**config.mk**
```make
export PLATFORM = sky130hd
export DESIGN_NAME = spi_controller
export DESIGN_NICKNAME = d
export VERILOG_FILES = /design/src/rtl/spi_controller.sv
export SDC_FILE = /design/constraint.sdc
export NUM_CORES = 1
export LEC_CHECK = 0
export CAP_MARGIN = 5
export CORE_MARGIN = 2
export CORE_UTILIZATION = 55
export DETAILED_ROUTE_END_ITERATION = 7
export PLACE_DENSITY = 0.78
export SLEW_MARGIN = 20
export SYNTH_ARGS = -nofsm -noshare
export SYNTH_HDL_FRONTEND = slang
export SYNTH_SLANG_ARGS = --single-unit
```
**constraint.sdc**
```tcl
create_clock -name clk -period 2.47 [get_ports clk]
set_input_delay 0.3705 -clock clk [delete_from_list [all_inputs] [get_ports clk]]
set_output_delay 0.3705 -clock clk [all_outputs]
set_load 0.01 [all_outputs]
```
**src/rtl/spi_controller.sv**
```systemverilog
// SPI mode-0 initiator: sends one 16-bit {rw, addr, wdata} frame per start
// and returns the 8 CIPO bits seen during the data phase in rdata.
module spi_controller #(
  parameter int CLK_DIV  = 4,
  parameter int CS_SETUP = 4,
  parameter int CS_HOLD  = 4,
  parameter int IDLE_GAP = 4
) (
  input  logic       clk,
  input  logic       rst_n,
  input  logic       start,
  input  logic       rw,
  input  logic [6:0] addr,
  input  logic [7:0] wdata,
  output logic       busy,
  output logic       done,
  output logic [7:0] rdata,
  output logic       SCLK,
  output logic       nCS,
  output logic       COPI,
  input  logic       CIPO
);

  if (CLK_DIV < 2) begin : g_bad_clk_div
    $error("spi_controller: CLK_DIV must be >= 2");
  end
  if (CS_SETUP < 3) begin : g_bad_cs_setup
    $error("spi_controller: CS_SETUP must be >= 3");
  end
  if (CS_HOLD < 2) begin : g_bad_cs_hold
    $error("spi_controller: CS_HOLD must be >= 2");
  end
  if (IDLE_GAP < 3) begin : g_bad_idle_gap
    $error("spi_controller: IDLE_GAP must be >= 3");
  end

  localparam logic [15:0] DIV_LAST   = 16'(CLK_DIV - 1);
  localparam logic [15:0] SETUP_LAST = 16'(CS_SETUP - 1);
  localparam logic [15:0] HOLD_LAST  = 16'(CS_HOLD - 1);
  localparam logic [15:0] GAP_LAST   = 16'(IDLE_GAP - 1);

  typedef enum logic [2:0] {IDLE, SETUP, SHIFT, HOLD, GAP} state_t;

  state_t      state;
  logic [15:0] cnt;
  logic [3:0]  bit_cnt;
  logic [14:0] shreg;
  logic [7:0]  cap;

  // bit15 goes straight to COPI on acceptance, so only bits 14:0 are kept
  always_ff @(posedge clk or negedge rst_n) begin
    if (!rst_n) begin
      state   <= IDLE;
      cnt     <= '0;
      bit_cnt <= '0;
      shreg   <= '0;
      cap     <= '0;
      busy    <= 1'b0;
      done    <= 1'b0;
      rdata   <= '0;
      SCLK    <= 1'b0;
      nCS     <= 1'b1;
      COPI    <= 1'b0;
    end else begin
      done <= 1'b0;
      case (state)
        IDLE: begin
          if (start) begin
            shreg   <= {addr, wdata};
            busy    <= 1'b1;
            nCS     <= 1'b0;
            COPI    <= rw;
            cnt     <= '0;
            bit_cnt <= '0;
            state   <= SETUP;
          end
        end
        SETUP: begin
          if (cnt == SETUP_LAST) begin
            cnt   <= '0;
            state <= SHIFT;
          end else begin
            cnt <= cnt + 16'd1;
          end
        end
        SHIFT: begin
          // the edge that ends a high phase both samples CIPO and advances COPI
          if (cnt == DIV_LAST) begin
            cnt <= '0;
            if (!SCLK) begin
              SCLK <= 1'b1;
            end else begin
              SCLK <= 1'b0;
              if (bit_cnt[3]) begin
                cap <= {cap[6:0], CIPO};
              end
              if (bit_cnt == 4'd15) begin
                bit_cnt <= '0;
                state   <= HOLD;
              end else begin
                bit_cnt <= bit_cnt + 4'd1;
                COPI    <= shreg[14];
                shreg   <= {shreg[13:0], 1'b0};
              end
            end
          end else begin
            cnt <= cnt + 16'd1;
          end
        end
        HOLD: begin
          if (cnt == HOLD_LAST) begin
            cnt   <= '0;
            nCS   <= 1'b1;
            COPI  <= 1'b0;
            state <= GAP;
          end else begin
            cnt <= cnt + 16'd1;
          end
        end
        GAP: begin
          if (cnt == GAP_LAST) begin
            cnt   <= '0;
            done  <= 1'b1;
            busy  <= 1'b0;
            rdata <= cap;
            state <= IDLE;
          end else begin
            cnt <= cnt + 16'd1;
          end
        end
        default: state <= IDLE;
      endcase
    end
  end

endmodule

```
Yosys cells after proc, flatten, opt, wreduce, memory -nomap -nowiden
Cells that the tools add are included.
{"block": "word_totals", "ff_bits": 59}
{"block": "op_classes", "addsub": 2, "n_eq_ne": 14, "n_mux": 35, "reduce_logical": 17}
{"operator": "$mux 15", "count": 4}
{"operator": "$mux 16", "count": 2}
{"operator": "$pmux 16 s2", "count": 1}
{"operator": "$pmux 15 s2", "count": 1}
{"operator": "$mux 3", "count": 7}
{"operator": "$add 16x1->16 const B", "count": 1}
{"operator": "$eq 16x2->1 const B", "count": 1}
{"operator": "$mux 4", "count": 4}
{"operator": "$ne 2x2->1 const B", "count": 8}
{"operator": "$pmux 3 s5", "count": 1}
{"operator": "$mux 1", "count": 11}
{"operator": "$pmux 4 s2", "count": 1}
{"operator": "$reduce_and 4->1", "count": 2}
{"operator": "$reduce_bool 2->1", "count": 4}
{"operator": "$reduce_and 7->1", "count": 1}
{"operator": "$eq 3x2->1 const B", "count": 2}
{"operator": "$reduce_and 2->1", "count": 3}
{"operator": "$reduce_and 3->1", "count": 2}
{"operator": "$reduce_and 6->1", "count": 1}
{"operator": "$reduce_and 5->1", "count": 1}
{"operator": "$add 4x1->4 const B", "count": 1}
{"operator": "$eq 4x4->1 const B", "count": 1}
{"operator": "$pmux 1 s2", "count": 2}
{"operator": "$reduce_or 4->1", "count": 1}
{"operator": "5 further kinds", "count": 5}

Longest topological paths before layout
{"block": "logic_depth", "ltp_word": 5, "mapped_depth": 7}

Least setup slack after synthesis
No wires, ideal clock.
{"block": "synth_path", "path_type": "register -> register", "from": "register cnt[0]", "to": "register shreg[10]", "arrival_time_ns": 1.751, "required_time_ns": 2.349, "path_slack_ns": 0.598, "path_stages_with_launch": 8, "n_path_buf": 1, "synth_period_minus_slack_ns": 1.872, "path_cell_list": "dfrtp_1 > ha_1 > nor4b_4 > and4_2 > nand3_2 > buf_2 > o22a_1 > o22a_1"}
{"block": "synth_between", "elab_chain_cells": 3}
{"element": "from (decl)", "line_no": "45", "rtl": "logic [15:0] cnt;"}
{"element": "from (signal assigned)", "line_no": "83", "rtl": "cnt <= cnt + 16'd1;"}
{"element": "from (signal assigned)", "line_no": "107", "rtl": "cnt <= cnt + 16'd1;"}
{"element": "from (signal assigned)", "line_no": "117", "rtl": "cnt <= cnt + 16'd1;"}
{"element": "$eq 16x2->1", "line_no": "88", "rtl": "if (cnt == DIV_LAST) begin"}
{"element": "$ne 2x2->1 (no line)"}
{"element": "$reduce_and 5->1 (no line)"}
{"element": "to (signal assigned)", "line_no": "69", "rtl": "shreg <= {addr, wdata};"}
{"element": "to (signal assigned)", "line_no": "103", "rtl": "shreg <= {shreg[13:0], 1'b0};"}
{"element": "to (decl)", "line_no": "47", "rtl": "logic [14:0] shreg;"}
Every way passes these cells.
A chain may end at the register's enable or synchronous reset.

Worst setup path in the final report
{"block": "layout_path", "from": "register cnt[0]", "to": "register shreg[13]"}
The elaborated chain is that of the path after synthesis.

==> impl_metrics.json <==
{
  "post-route-period-util_pct": 87.3,
  "setup_viol_count_final": 0,
  "p_sw_share_pct": 34.9,
  "critPathCapture": "shreg[13]",
  "via_count": 2128,
  "numPortBuffers": 32,
  "cts_tree": "built",
  "p_int_w": 0.00235,
  "grt_pass1_vias": 2206,
  "postCtsSetupRepairBufs": 0,
  "regToRegStartpoint": "cnt[0]",
  "hold_viol": 0,
  "rows": 26,
  "hp-start": "cap[7]",
  "synthCells": 255,
  "routedWlPerCell_um": 15.5,
  "cp_max_fo": 14,
  "numCtsBuffers": 9,
  "area_delta_synth_final_pct": 22.4,
  "grt_max_degree": 43,
  "ys_seq_area_share_pct": 50.9,
  "synth_edf_count": 0,
  "setup_slack_ps": 314,
  "die_h_um": 76.7,
  "path_clk_slew_ps": 80,
  "grt_overflow": 0,
  "crit_path_start": "cnt[0]",
  "max-vdd-ir-drop_uv": 824,
  "ys_types": 53,
  "async_reset_ff_share_pct": 100,
  "drive_above_1_share_pct": 17.3,
  "crit_required_ps": 2690,
  "ant_nets": 0,
  "root_buffer": "clkbuf_8",
  "outcome": "finished, final reports clean",
  "tightest_slew_ps": 501,
  "grt_pass1_wl_um": 10100,
  "slew_viol_final": 0,
  "rsz0062_at_grt": "false",
  "worstSetupStartpointType": "flop",
  "seqPwrFrac_pct": 39.6,
  "rrSetupSlack_ps": 310,
  "diodes": 0,
  "power_per_cell_area_mw_per_mm2": 1020,
  "die-width_um": 76.7,
  "yosysWarnings": 0,
  "core_mm2": 0.00511,
  "drtPass1Iterations": 4,
  "synth_ff_type": "dfrtp_1",
  "netlist_area_mm2": 0.00290,
  "drc": 0,
  "critPathArrivalTime_ps": 2370,
  "synth.net_count": 277,
  "htreeDepth": 3,
  "tns_ps": 0,
  "r2r_cells": 6,
  "clk_path_buf_depth": 2,
  "grt_usage_pct": 21.2,
  "path_class": "reg2reg",
  "slew-limit-headroom_pct": 66.5,
  "stdcell_count": 370,
  "die_area_mm2": 0.00588,
  "period_needed_ps": 2160,
  "p_comb_share_pct": 33.2,
  "clkSinkCount": 59,
  "hp-class": "reg2reg",
  "clockPowerShare_pct": 27.2,
  "antenna_found_initial": 0,
  "drt_iter0_drc": 117,
  "wirelength_um": 5740,
  "gp_congestion": 0.822,
  "syn_avg_cell_area_um2": 11.4,
  "total_power_w": 0.00361,
  "vias_per_cell": 5.75,
  "r2r-end": "shreg[13]",
  "start_util_pct": 56.9,
  "dp.cells": 353,
  "pre_cts_slack_ps": 238,
  "cp-end-kind": "flop",
  "clkLatencyLatePin_ps": 330,
  "dp_hpwl_um": 3890,
  "timing.fmax_ghz": 0.464,
  "ios": 33,
  "netSwitchingPower_w": 0.00126,
  "leakage_nw": 1.52,
  "fin_skew_ps": 9.32,
  "num-nets-final": 317,
  "drv_cap": 0,
  "ys_ff_latch": 59
}
==> area by class of cell <==
class                           instances  area (um^2)
Fill cell                             425         1550
Sequential cell                        59         1480
Multi-Input combinational cell        182         1360
Timing Repair Buffer                   41          398
Clock buffer                            9          124
Clock inverter                          7          101
Tap cell                               70         87.6
Inverter                                2         7.51
==> how the worst min path moves through the flow <==
| stage | slack, ps | depth (start not counted) | to |
|---|---|---|---|
| 6_report | 490 | 1 | cap[7] |
| 3_3_place_gp | 330 | 1 | cnt[1] |
| 4_1_cts | 500 | 1 | shreg[13] |
| 5_1_grt | 530 | 2 | cnt[2] |
| 3_5_place_dp | 340 | 1 | cnt[1] |
| 2_1_floorplan | 70 | 0 | COPI |
==> flip-flops by register name (all words and copies together) (netlist names) <==
signal and flops:
COPI 1, bit_cnt 4, busy 1, state 3
done 1, cnt 16, nCS 1, rdata 8
SCLK 1, shreg 15, cap 8
==> power groups by stage <==
stage	logic (W)	clock network, W	registers, W
6_report	0.00120	0.000982	0.00143
5_1_grt	0.00133	0.00105	0.00146
4_1_cts	0.00120	0.00100	0.00143
3_5_place_dp	0.00120	0	0.00144
3_3_place_gp	0.00116	0	0.00143
2_1_floorplan	0.000906	0	0.00139
==> repair_timing <==
| action | in CTS | in global routing |
|---|---|---|
| resized for setup | 0 | 0 |
| hold endpoints to repair | 17 | 0 |
| hold buffers | 1 | 0 |
==> kinds of logic after synthesis <==
group / count (synthesis) / share of synthesized area [%]
xor+xnor: 13 / 3.92
mux: 16 / 6.20
fa+ha+maj: 2 / 0.862
compound gates: 61 / 16.3
flops: 59 / 50.9
simple gates: 90 / 19.5
buf+inv: 14 / 2.28
==> worst max-delay path, cell delays in order (launching register included) <==
cell and delay [ps]:
dfrtp_1 430, ha_1 280, nor4b_4 260, and4_2 350, nand3_2 270, o22a_1 270, o22a_1 190
==> synth_stat cells, types with 3 or more instances <==
cell / n / area (um^2)
nand4_1: 4 / 25.0
nor2_1: 22 / 82.6
xnor2_1: 3 / 26.3
a21o_1: 3 / 22.5
nand3_1: 12 / 60.1
dfrtp_1: 58 / 1450
a31oi_1: 3 / 18.8
mux2_1: 5 / 56.3
nor3_1: 6 / 30.0
o22a_1: 28 / 245
xor2_1: 10 / 87.6
a21oi_1: 6 / 30.0
clkbuf_1: 5 / 18.8
buf_2: 5 / 25.0
nand2b_1: 4 / 25.0
nand2_1: 14 / 52.6
o21ai_0: 7 / 35.0
and3_1: 4 / 25.0
mux2_2: 11 / 124
==> per-layer routing <==
| layer | vias up | global-route usage (%) | routed length, um |
|---|---|---|---|
| li1 | 1028 | - | - |
| met1 | 1066 | 27.8 | 2680 |
| met2 | 32 | 35.3 | 2870 |
| met3 | 2 | 5.41 | 183 |
| met4 | 0 | 5.09 | 10 |
| met5 | - | 0 | 0 |
==> metrics by stage <==
| stage | instance area, um^2 | hold WS [ps] | utilization [%] |
|---|---|---|---|
| detailed placement | 3320 | 336 | 65.0 |
| global placement | 3320 | 331 | 65.0 |
| finish | 3560 | 490 | 69.6 |
| CTS | 3560 | 495 | 69.6 |
| global route | 3560 | 525 | 69.6 |
| floorplan | 2900 | 74.9 | - |
==> cell usage in the layout, fill, tap and decap left out, types with 7 or more instances in the layout <==
cell,netlist,layout
o21ai_0,7,7
nand3_1,12,12
nor2_1,22,22
clkbuf_8,0,9
nand2_1,14,14
buf_4,2,7
mux2_2,11,11
dfrtp_1,58,58
clkdlybuf4s50_1,0,31
xor2_1,10,10
o22a_1,28,28
No activity file was read; power rests on OpenSTA's default activity.
